===== src/rtl/gray_pkg.sv =====
// Shared gray-code helpers and the receive-side FSM state type.
// Functions work on a fixed wide word; callers zero-extend narrower values.
package gray_pkg;

    localparam int MAX_W = 32;

    typedef enum logic [1:0] {
        FILL  = 2'd0,
        PRIME = 2'd1,
        RUN   = 2'd2
    } gsync_state_t;

    function automatic logic [MAX_W-1:0] b2g(input logic [MAX_W-1:0] bin);
        return bin ^ (bin >> 1);
    endfunction

    // Binary bit i is the XOR of all gray bits at or above i.
    function automatic logic [MAX_W-1:0] g2b(input logic [MAX_W-1:0] gray);
        logic [MAX_W-1:0] bin;
        bin = gray;
        for (int i = 1; i < MAX_W; i++) begin
            bin = bin ^ (gray >> i);
        end
        return bin;
    endfunction

    function automatic logic multi_bit(input logic [MAX_W-1:0] d);
        return (d & (d - 32'd1)) != 32'd0;
    endfunction

endpackage


===== src/rtl/gray_sync_rx_if.sv =====
// Bus bundle between the gray receiver and its user: gray input, error clear,
// and the registered binary/delta/error results.
interface gray_sync_rx_if #(
    parameter int WIDTH     = 4,
    parameter int ERR_CNT_W = 8
);
    logic [WIDTH-1:0]     gray_i;
    logic                 clr_err_i;
    logic [WIDTH-1:0]     bin_o;
    logic [WIDTH-1:0]     delta_o;
    logic                 chg_o;
    logic                 err_o;
    logic [ERR_CNT_W-1:0] err_cnt_o;

    modport master (
        output gray_i, clr_err_i,
        input  bin_o, delta_o, chg_o, err_o, err_cnt_o
    );

    modport slave (
        input  gray_i, clr_err_i,
        output bin_o, delta_o, chg_o, err_o, err_cnt_o
    );
endinterface


===== src/rtl/gray2bin.sv =====
// Combinational gray-to-binary converter.
module gray2bin #(
    parameter int WIDTH = 4
) (
    input  logic [WIDTH-1:0] gray,
    output logic [WIDTH-1:0] bin
);
    for (genvar i = 0; i < WIDTH; i++) begin : g_bit
        assign bin[i] = ^gray[WIDTH-1:i];
    end
endmodule


===== src/rtl/gray_sync_rx.sv =====
// Receive side of a gray-coded count crossing: synchronizes gray_i, converts to
// binary, reports per-change deltas and flags illegal multi-bit transitions.
module gray_sync_rx
    import gray_pkg::*;
#(
    parameter int WIDTH       = 4,
    parameter int SYNC_STAGES = 2,
    parameter int ERR_CNT_W   = 8
) (
    input  logic            clk_i,
    input  logic            rst_i,
    gray_sync_rx_if.slave   bus
);
    localparam int CNT_W = $clog2(SYNC_STAGES + 1);

    logic [WIDTH-1:0]     sync_r [SYNC_STAGES];
    logic [WIDTH-1:0]     prev_gray_r;
    logic [WIDTH-1:0]     bin_r;
    logic [WIDTH-1:0]     delta_r;
    logic                 chg_r;
    logic                 err_r;
    logic [ERR_CNT_W-1:0] err_cnt_r;
    logic [CNT_W-1:0]     fill_cnt_r;
    logic [CNT_W-1:0]     fill_cnt_nxt_s;
    gsync_state_t         state_r;
    gsync_state_t         state_nxt_s;

    logic [WIDTH-1:0]     samp_s;
    logic [WIDTH-1:0]     bin_s;
    logic [WIDTH-1:0]     diff_s;
    logic                 step_s;
    logic                 err_hit_s;

    assign samp_s    = sync_r[SYNC_STAGES-1];
    assign diff_s    = samp_s ^ prev_gray_r;
    assign step_s    = (state_r == RUN) && (diff_s != {WIDTH{1'b0}});
    assign err_hit_s = (state_r == RUN) && multi_bit(MAX_W'(diff_s));

    gray2bin #(.WIDTH(WIDTH)) u_g2b (
        .gray (samp_s),
        .bin  (bin_s)
    );

    // Plain flop chain: no logic between stages so each bit resolves independently.
    always_ff @(posedge clk_i) begin
        if (rst_i) begin
            for (int i = 0; i < SYNC_STAGES; i++) begin
                sync_r[i] <= {WIDTH{1'b0}};
            end
        end else begin
            sync_r[0] <= bus.gray_i;
            for (int i = 1; i < SYNC_STAGES; i++) begin
                sync_r[i] <= sync_r[i-1];
            end
        end
    end

    // FSM state and fill-counter register.
    always_ff @(posedge clk_i) begin
        if (rst_i) begin
            state_r    <= FILL;
            fill_cnt_r <= {CNT_W{1'b0}};
        end else begin
            state_r    <= state_nxt_s;
            fill_cnt_r <= fill_cnt_nxt_s;
        end
    end

    // Next state: FILL waits until the chain holds real samples, PRIME seeds history.
    always_comb begin
        state_nxt_s    = state_r;
        fill_cnt_nxt_s = fill_cnt_r;
        case (state_r)
            FILL: begin
                if (fill_cnt_r == CNT_W'(SYNC_STAGES - 1)) begin
                    state_nxt_s    = PRIME;
                    fill_cnt_nxt_s = {CNT_W{1'b0}};
                end else begin
                    fill_cnt_nxt_s = fill_cnt_r + CNT_W'(1);
                end
            end
            PRIME:   state_nxt_s = RUN;
            RUN:     state_nxt_s = RUN;
            default: state_nxt_s = FILL;
        endcase
    end

    // Output registers: PRIME seeds bin/prev without a delta, RUN tracks changes.
    always_ff @(posedge clk_i) begin
        if (rst_i) begin
            prev_gray_r <= {WIDTH{1'b0}};
            bin_r       <= {WIDTH{1'b0}};
            delta_r     <= {WIDTH{1'b0}};
            chg_r       <= 1'b0;
        end else begin
            chg_r <= step_s;
            if (state_r == PRIME) begin
                prev_gray_r <= samp_s;
                bin_r       <= bin_s;
            end else if (step_s) begin
                prev_gray_r <= samp_s;
                bin_r       <= bin_s;
                delta_r     <= bin_s - bin_r;
            end else begin
                prev_gray_r <= prev_gray_r;
                bin_r       <= bin_r;
                delta_r     <= delta_r;
            end
        end
    end

    // Sticky error and saturating counter; a new error beats a same-cycle clear.
    always_ff @(posedge clk_i) begin
        if (rst_i) begin
            err_r     <= 1'b0;
            err_cnt_r <= {ERR_CNT_W{1'b0}};
        end else if (err_hit_s) begin
            err_r <= 1'b1;
            if (err_cnt_r != {ERR_CNT_W{1'b1}}) begin
                err_cnt_r <= err_cnt_r + ERR_CNT_W'(1);
            end else begin
                err_cnt_r <= err_cnt_r;
            end
        end else if (bus.clr_err_i) begin
            err_r     <= 1'b0;
            err_cnt_r <= {ERR_CNT_W{1'b0}};
        end else begin
            err_r     <= err_r;
            err_cnt_r <= err_cnt_r;
        end
    end

    assign bus.bin_o     = bin_r;
    assign bus.delta_o   = delta_r;
    assign bus.chg_o     = chg_r;
    assign bus.err_o     = err_r;
    assign bus.err_cnt_o = err_cnt_r;

endmodule

===== src/flat_wrapper.sv =====
// flat-port wrapper written by rule: the top's interface ports become plain ports
module gray_sync_rx_flat import gray_pkg::*;
#(
    parameter int WIDTH       = 4,
    parameter int SYNC_STAGES = 2,
    parameter int ERR_CNT_W   = 8
)
  (clk_i, rst_i, bus_gray_i, bus_clr_err_i, bus_bin_o, bus_delta_o, bus_chg_o, bus_err_o, bus_err_cnt_o);
  gray_sync_rx_if #(.WIDTH(WIDTH), .ERR_CNT_W(ERR_CNT_W)) bus_i ();
  input  logic clk_i;
  input  logic rst_i;
  input wire logic [$bits(bus_i.gray_i)-1:0] bus_gray_i;
  input wire logic [$bits(bus_i.clr_err_i)-1:0] bus_clr_err_i;
  output wire logic [$bits(bus_i.bin_o)-1:0] bus_bin_o;
  output wire logic [$bits(bus_i.delta_o)-1:0] bus_delta_o;
  output wire logic [$bits(bus_i.chg_o)-1:0] bus_chg_o;
  output wire logic [$bits(bus_i.err_o)-1:0] bus_err_o;
  output wire logic [$bits(bus_i.err_cnt_o)-1:0] bus_err_cnt_o;
  assign bus_i.gray_i = bus_gray_i;
  assign bus_i.clr_err_i = bus_clr_err_i;
  assign bus_bin_o = bus_i.bin_o;
  assign bus_delta_o = bus_i.delta_o;
  assign bus_chg_o = bus_i.chg_o;
  assign bus_err_o = bus_i.err_o;
  assign bus_err_cnt_o = bus_i.err_cnt_o;
  gray_sync_rx #(.WIDTH(WIDTH), .SYNC_STAGES(SYNC_STAGES), .ERR_CNT_W(ERR_CNT_W)) u_core (.clk_i(clk_i), .rst_i(rst_i), .bus(bus_i));
endmodule

===== config.mk =====
export PLATFORM = sky130hd
export DESIGN_NAME = gray_sync_rx_flat
export DESIGN_NICKNAME = d
export VERILOG_FILES = /design/src/rtl/gray_pkg.sv /design/src/rtl/gray_sync_rx_if.sv /design/src/rtl/gray2bin.sv /design/src/rtl/gray_sync_rx.sv /design/src/flat_wrapper.sv
export SDC_FILE = /design/constraint.sdc
export NUM_CORES = 1
export LEC_CHECK = 0
export BUFFER_PORTS_ARGS = -buffer_cell sky130_fd_sc_hd__buf_2
export CAP_MARGIN = 20
export CORE_MARGIN = 5
export CORE_UTILIZATION = 50
export CTS_CLUSTER_DIAMETER = 30
export DETAILED_ROUTE_END_ITERATION = 16
export GPL_ROUTABILITY_DRIVEN = 0
export PLACE_DENSITY = 0.72
export RECOVER_POWER = 50
export SYNTH_ARGS = -nofsm -noshare
export SYNTH_HDL_FRONTEND = slang
export SYNTH_SLANG_ARGS = --single-unit

===== constraint.sdc =====
create_clock -name clk_i -period 2.4 [get_ports clk_i]
set_input_delay 0.36 -clock clk_i [delete_from_list [all_inputs] [get_ports clk_i]]
set_output_delay 0.36 -clock clk_i [all_outputs]
set_load 0.05 [all_outputs]

Word-level counts from Yosys, hierarchy flattened. Memories as Yosys holds them, arrays and structs flattened. Index checks and enable logic that the tools add are counted.

Flip-flop bits (word level): 26. Latch bits: 0. RAM bits: 8. Bits in read-only memories: 0. Input bits: 7. Logic and storage cells: 54. Memories: 1.

Memory list: u_core.sync_r (depth 2, bits a word 4, rd ports 2, clocked after Yosys merged registers in 0, wr ports 2, RTL line gray_sync_rx.sv:16) `logic [WIDTH-1:0] sync_r [SYNC_STAGES];`.

Add/sub/neg operators: 4. $mul: 0. Div/mod/pow operators: 0. $lt $le $gt $ge: 0. Equality and inequality tests: 6. Shifts and indexed selects: 0. Multiplexer cells: 17. Bitwise operators: 5. Reductions and logical operators: 13.

Operators with widths (number): $and 4x32->32 (1); $reduce_bool 32->1 (1); $mux 4 (6); $mux 8 (3); $add 8x1->8 const B (1); $ne 8x8->1 const B (1); $mux 1 (5); $sub 4x1->5 const B (1); $eq 2x1->1 const B (2); $mux 2 (2); $pmux 2 s2 (1); $reduce_and 2->1 (2); $reduce_bool 2->1 (2); $reduce_bool 4->1 (1); $reduce_xor 4->1 (1); $sub 4x4->4 (1); $xor 4x4->4 (1); $reduce_xor 3->1 (1); $add 2x1->2 const B (1); $eq 2x2->1 const B (1); $logic_and 1x1->1 (2); $logic_not 2->1 (1); $ne 2x1->1 const B (1); $ne 2x2->1 const B (1); 4 further kinds (5).

Longest topological paths before layout.
Depth in word-level cells: 7. Gate-level depth with buffers: 10.

Hierarchy. From an unflattened synthesis, not the netlist that was laid out.

Cell total of the unflattened synthesis: 181. Area, all modules: 1704.1 um^2.

By module, submodules not included: gray_sync_rx (instances 1, cells an instance 176, area an instance 1654.1 um^2, seq. area each 680.7 um^2); gray2bin (instances 1, cells an instance 5, area an instance 50.0 um^2, seq. area each 0.0 um^2).

Worst setup path after synthesis. Ideal clock, no wire load.

Path type: register to register. Start point: memory u_core.sync_r[1][2] (netlist: u_core.sync_r[0][6]). End point: register u_core.delta_r[2] (netlist: u_core.bus.delta_o[2]). Setup time: 0.128 ns. Arrival time: 1.943 ns. Path slack: 0.330 ns. Cell stages (with the launch flop): 10. Buffers on the path: 0. Path through: dfxtp_1 > xor2_1 > xnor2_1 > inv_1 > xnor2_1 > ha_1 > fa_1 > xnor2_1 > mux2i_1 > nor2_1.

RTL lines: from (decl) (RTL line gray_sync_rx.sv:16); to (signal assigned) (RTL line gray_sync_rx.sv:93) `delta_r <= {WIDTH{1'b0}};`; to (signal assigned) (RTL line gray_sync_rx.sv:103) `delta_r <= bin_s - bin_r;`; to (signal assigned) (RTL line gray_sync_rx.sv:107) `delta_r <= delta_r;`; to (decl) (RTL line gray_sync_rx.sv:19) `logic [WIDTH-1:0] delta_r;`.

==> results.md <==
- CTS Sinks: 33
- Initial antenna violation count: 0
- Die X: 65.8 um
- Total routed wirelength: 2860 um
- Clock Tree Buf Depth: 2
- Fill count: 289
- Final min period: 2280 ps
- Area Growth Syn to Fin: 13.1%
- Crit path from: u_core.sync_r[0][7]$_SDFF_PP0_
- Met1 usage: 17.1%
- Vias in the first global route: 1,127
- CP required: 2600 ps
- First-pass GRT wire length: 4860 um
- Gr ovfl total: 0
- Synth area leaders: dfxtp_1 (42%), ha_1 (6.4%), nor2b_1 (4.4%), xnor2_1 (3.9%), mux2i_1 (3.9%)
- Post-route clock skew: 6.53 ps
- Core Footprint: 0.00303 sq mm
- Leak: 0.756 nW
- DR WL/cell: 12.0 um
- Crit path capture type: flip-flop
- Register-to-register setup slack: around 120 ps
- Setup TNS Final: 0 ps
- Yosys Warn Count: 0
- Final hold violation count: 0
- Post-synth top flop: dfxtp_1
- Count leader, synth: dfxtp_1
- Async SR Flop Fraction: 0%
- Peak VDD IR: 0.406 mV
- Post-synth top area share: 42.4%
- TritonCTS buffer count: 5
- Largest net degree at the start of global routing: 40
- Sequential area share after synthesis: 42.4%
- 1st-iter DRT viols: 32
- Max Freq: around 440 MHz
- Fin area: 0.00176 sq mm
- Post-CTS Setup Bufs: 0
- Mapped Area: 0.00156 sq mm
- Clock tree root driver cell: clkbuf_4
- CTS Hold Bufs: 0
- Ratio of cells with drive above 1 in the final layout: 13.3%
- Setup WS pre-CTS: 55.1 ps
- Max Cap Viol: 0
- Commonest cells in the synthesized netlist: dfxtp_1 (33), nor2_1 (16), nor2b_1 (11), inv_1 (10)
- CTS tree: yes
- Worst setup path class: reg2reg
- Syn_nets: 183
- Synth cell types: 38
- Row count: 20
- R2r endpoint: u_core.bus.delta_o[2]$_SDFFE_PP0P_
- Die height: 65.8 um
- Worst slew pin tran: 633 ps
- Residual DRC: 0
- Final net count: 210
- Worst reg2reg startpoint: u_core.sync_r[0][7]$_SDFF_PP0_
- Initial DRT Pass Iterations: 4
- Register bit total from synthesis: 33
- Antenna-violating nets left: 0
- Pwr/cell area: 801 mW/mm^2
- Vias/cell: 5.20
- Clock latency on the worst-skew pair: 320 ps
- N_diodes: 0
- Crit Path Max Fanout: 3
- FF-to-FF path depth: 9
- H-tree depth: 2
- Post-synth top area cell: dfxtp_1
- EDFF count, synth: 0
- Detail Placement HPWL: 2120 um
- Clock transition at path regs: 90 ps
- Max-slew violation total from the final report: 0
- Die area: 0.00433 sq mm
- GRT Overall Usage: 14.7%
- Worst setup path end: u_core.bus.delta_o[2]$_SDFFE_PP0P_
- Syn Area/Cell: ~9.3 sq um
- PnR worst setup slack: between 100 and 150 ps
- Worst Setup Start Kind: flip-flop
- Syn Inst Count: 167
- Grt met2 use: 24.7%
- Relative slew slack: 57.8%
- Post-CTS Resized: 0
- Port buffer count: 24
- Placement-stage cell area: 0.00172 sq mm
- Final Cycle Share: a little over nine tenths
- # IOs: 25
- Outcome: finished, final reports clean
- Data arrival time of the worst path: 2480 ps
- Initial core utilization: 51.4%
- # setup viols final: 0
- Worst Hold Class: in2reg
- GR peak layer: met2
- Via count of the routed design: 1,243
- M3 GR Usage: roughly 3.6%
-- metrics by stage --
stage | hold slack, ps | power [mW] | util (%) | std cells
5_1_grt | 228 | 1.52 | 58.2 | 239
3_5_place_dp | 422 | 1.15 | 56.7 | 231
2_1_floorplan | 412 | 1.05 | - | 167
4_1_cts | 223 | 1.44 | 58.4 | 239
3_3_place_gp | 419 | 1.12 | 56.7 | 231
6_report | 241 | 1.41 | 58.2 | 239
-- sequential cells by signal, summed over array words and instances (netlist names) --
| signal | cells |
|---|---|
| u_core.sync_r | 8 |
| u_core.state_r | 2 |
| u_core.bus.err_o | 1 |
| u_core.prev_gray_r | 4 |
| u_core.fill_cnt_r | 2 |
| u_core.bus.bin_o | 3 |
| u_core.bus.delta_o | 4 |
| u_core.bus.chg_o | 1 |
| u_core.bus.err_cnt_o | 8 |
-- worst min path at each step --
stage / start / to / slack [ps] / cells after the start
finish: bus_gray_i[0] / u_core.sync_r[0][0]$_SDFF_PP0_ / 240 / 2
global route: bus_gray_i[2] / u_core.sync_r[0][2]$_SDFF_PP0_ / 230 / 2
CTS: bus_gray_i[3] / u_core.sync_r[0][3]$_SDFF_PP0_ / 220 / 2
detailed placement: u_core.sync_r[0][3]$_SDFF_PP0_ / u_core.sync_r[0][7]$_SDFF_PP0_ / 420 / 1
global placement: u_core.fill_cnt_r[1]$_SDFFE_PP0N_ / u_core.fill_cnt_r[1]$_SDFFE_PP0N_ / 420 / 2
floorplan: u_core.fill_cnt_r[1]$_SDFFE_PP0N_ / u_core.fill_cnt_r[1]$_SDFFE_PP0N_ / 410 / 2
-- cell families (layout without fill, tap and decap cells) --
| logic type | count (synthesis) | after routing | synth area share, % |
|---|---|---|---|
| AOI/OAI and AO/OA | 32 | 32 | 13.6 |
| DFF | 33 | 33 | 42.4 |
| muxes | 6 | 6 | 3.86 |
| xor gates and xnor gates | 12 | 12 | 6.75 |
| adders and majority gates | 10 | 10 | 8.43 |
| and+or+nand+nor | 58 | 58 | 20.6 |
| buffers and inverters | 16 | 44 | 4.34 |
-- worst max-delay path: stages (launching register included) --
cell and delay [ps]:
dfxtp_1 360, xor2_2 200, xnor2_1 300, inv_1 150, xnor2_1 170, ha_1 230, fa_1 400, xnor2_1 150
mux2i_1 130, nor2_1 50
-- layout by cell type (no fill, tap or decap), types with 2 or more instances in the layout --
cell,n
o21ai_0,8
nand2_1,4
nor4_1,2
or4_1,2
a211oi_1,6
o211a_1,2
nor2_1,16
clkbuf_1,14
a21oi_1,8
nand3_1,5
inv_1,10
ha_1,8
dfxtp_1,32
or3_1,2
clkbuf_4,5
nand2b_1,4
xnor2_1,7
and3b_1,2
a211o_1,2
nor3_1,2
xor2_1,4
clkinv_2,2
buf_2,11
nor2b_1,11
a21o_2,2
buf_4,2
mux2i_1,6
nand3b_1,2
-- routing by layer --
| metal | vias to the layer above | share of wire (%) |
|---|---|---|
| met5 | - | 0 |
| met3 | 4 | 6.3 |
| li1 | 632 | - |
| met4 | 0 | 1.6 |
| met2 | 30 | 48 |
| met1 | 577 | 44 |
-- power breakdown --
part	switching, mW	internal [mW]
sequential	0.0380	0.605
combinational	0.302	0.180
clock	0.174	0.111
total	0.515	0.896
-- area by class of cell --
type / count / area [sq um] / share of cell area, %
multi-input cells: 118 / 837 / 47.5
flip-flops and latches: 33 / 662 / 37.6
repair buffers: 26 / 119 / 6.75
well taps: 44 / 55.1 / 3.12
clock buffers: 6 / 41.3 / 2.34
inverters: 10 / 37.5 / 2.13
clock inverters: 2 / 10.0 / 0.568
Note: power is estimated with default switching activity, not from simulation.
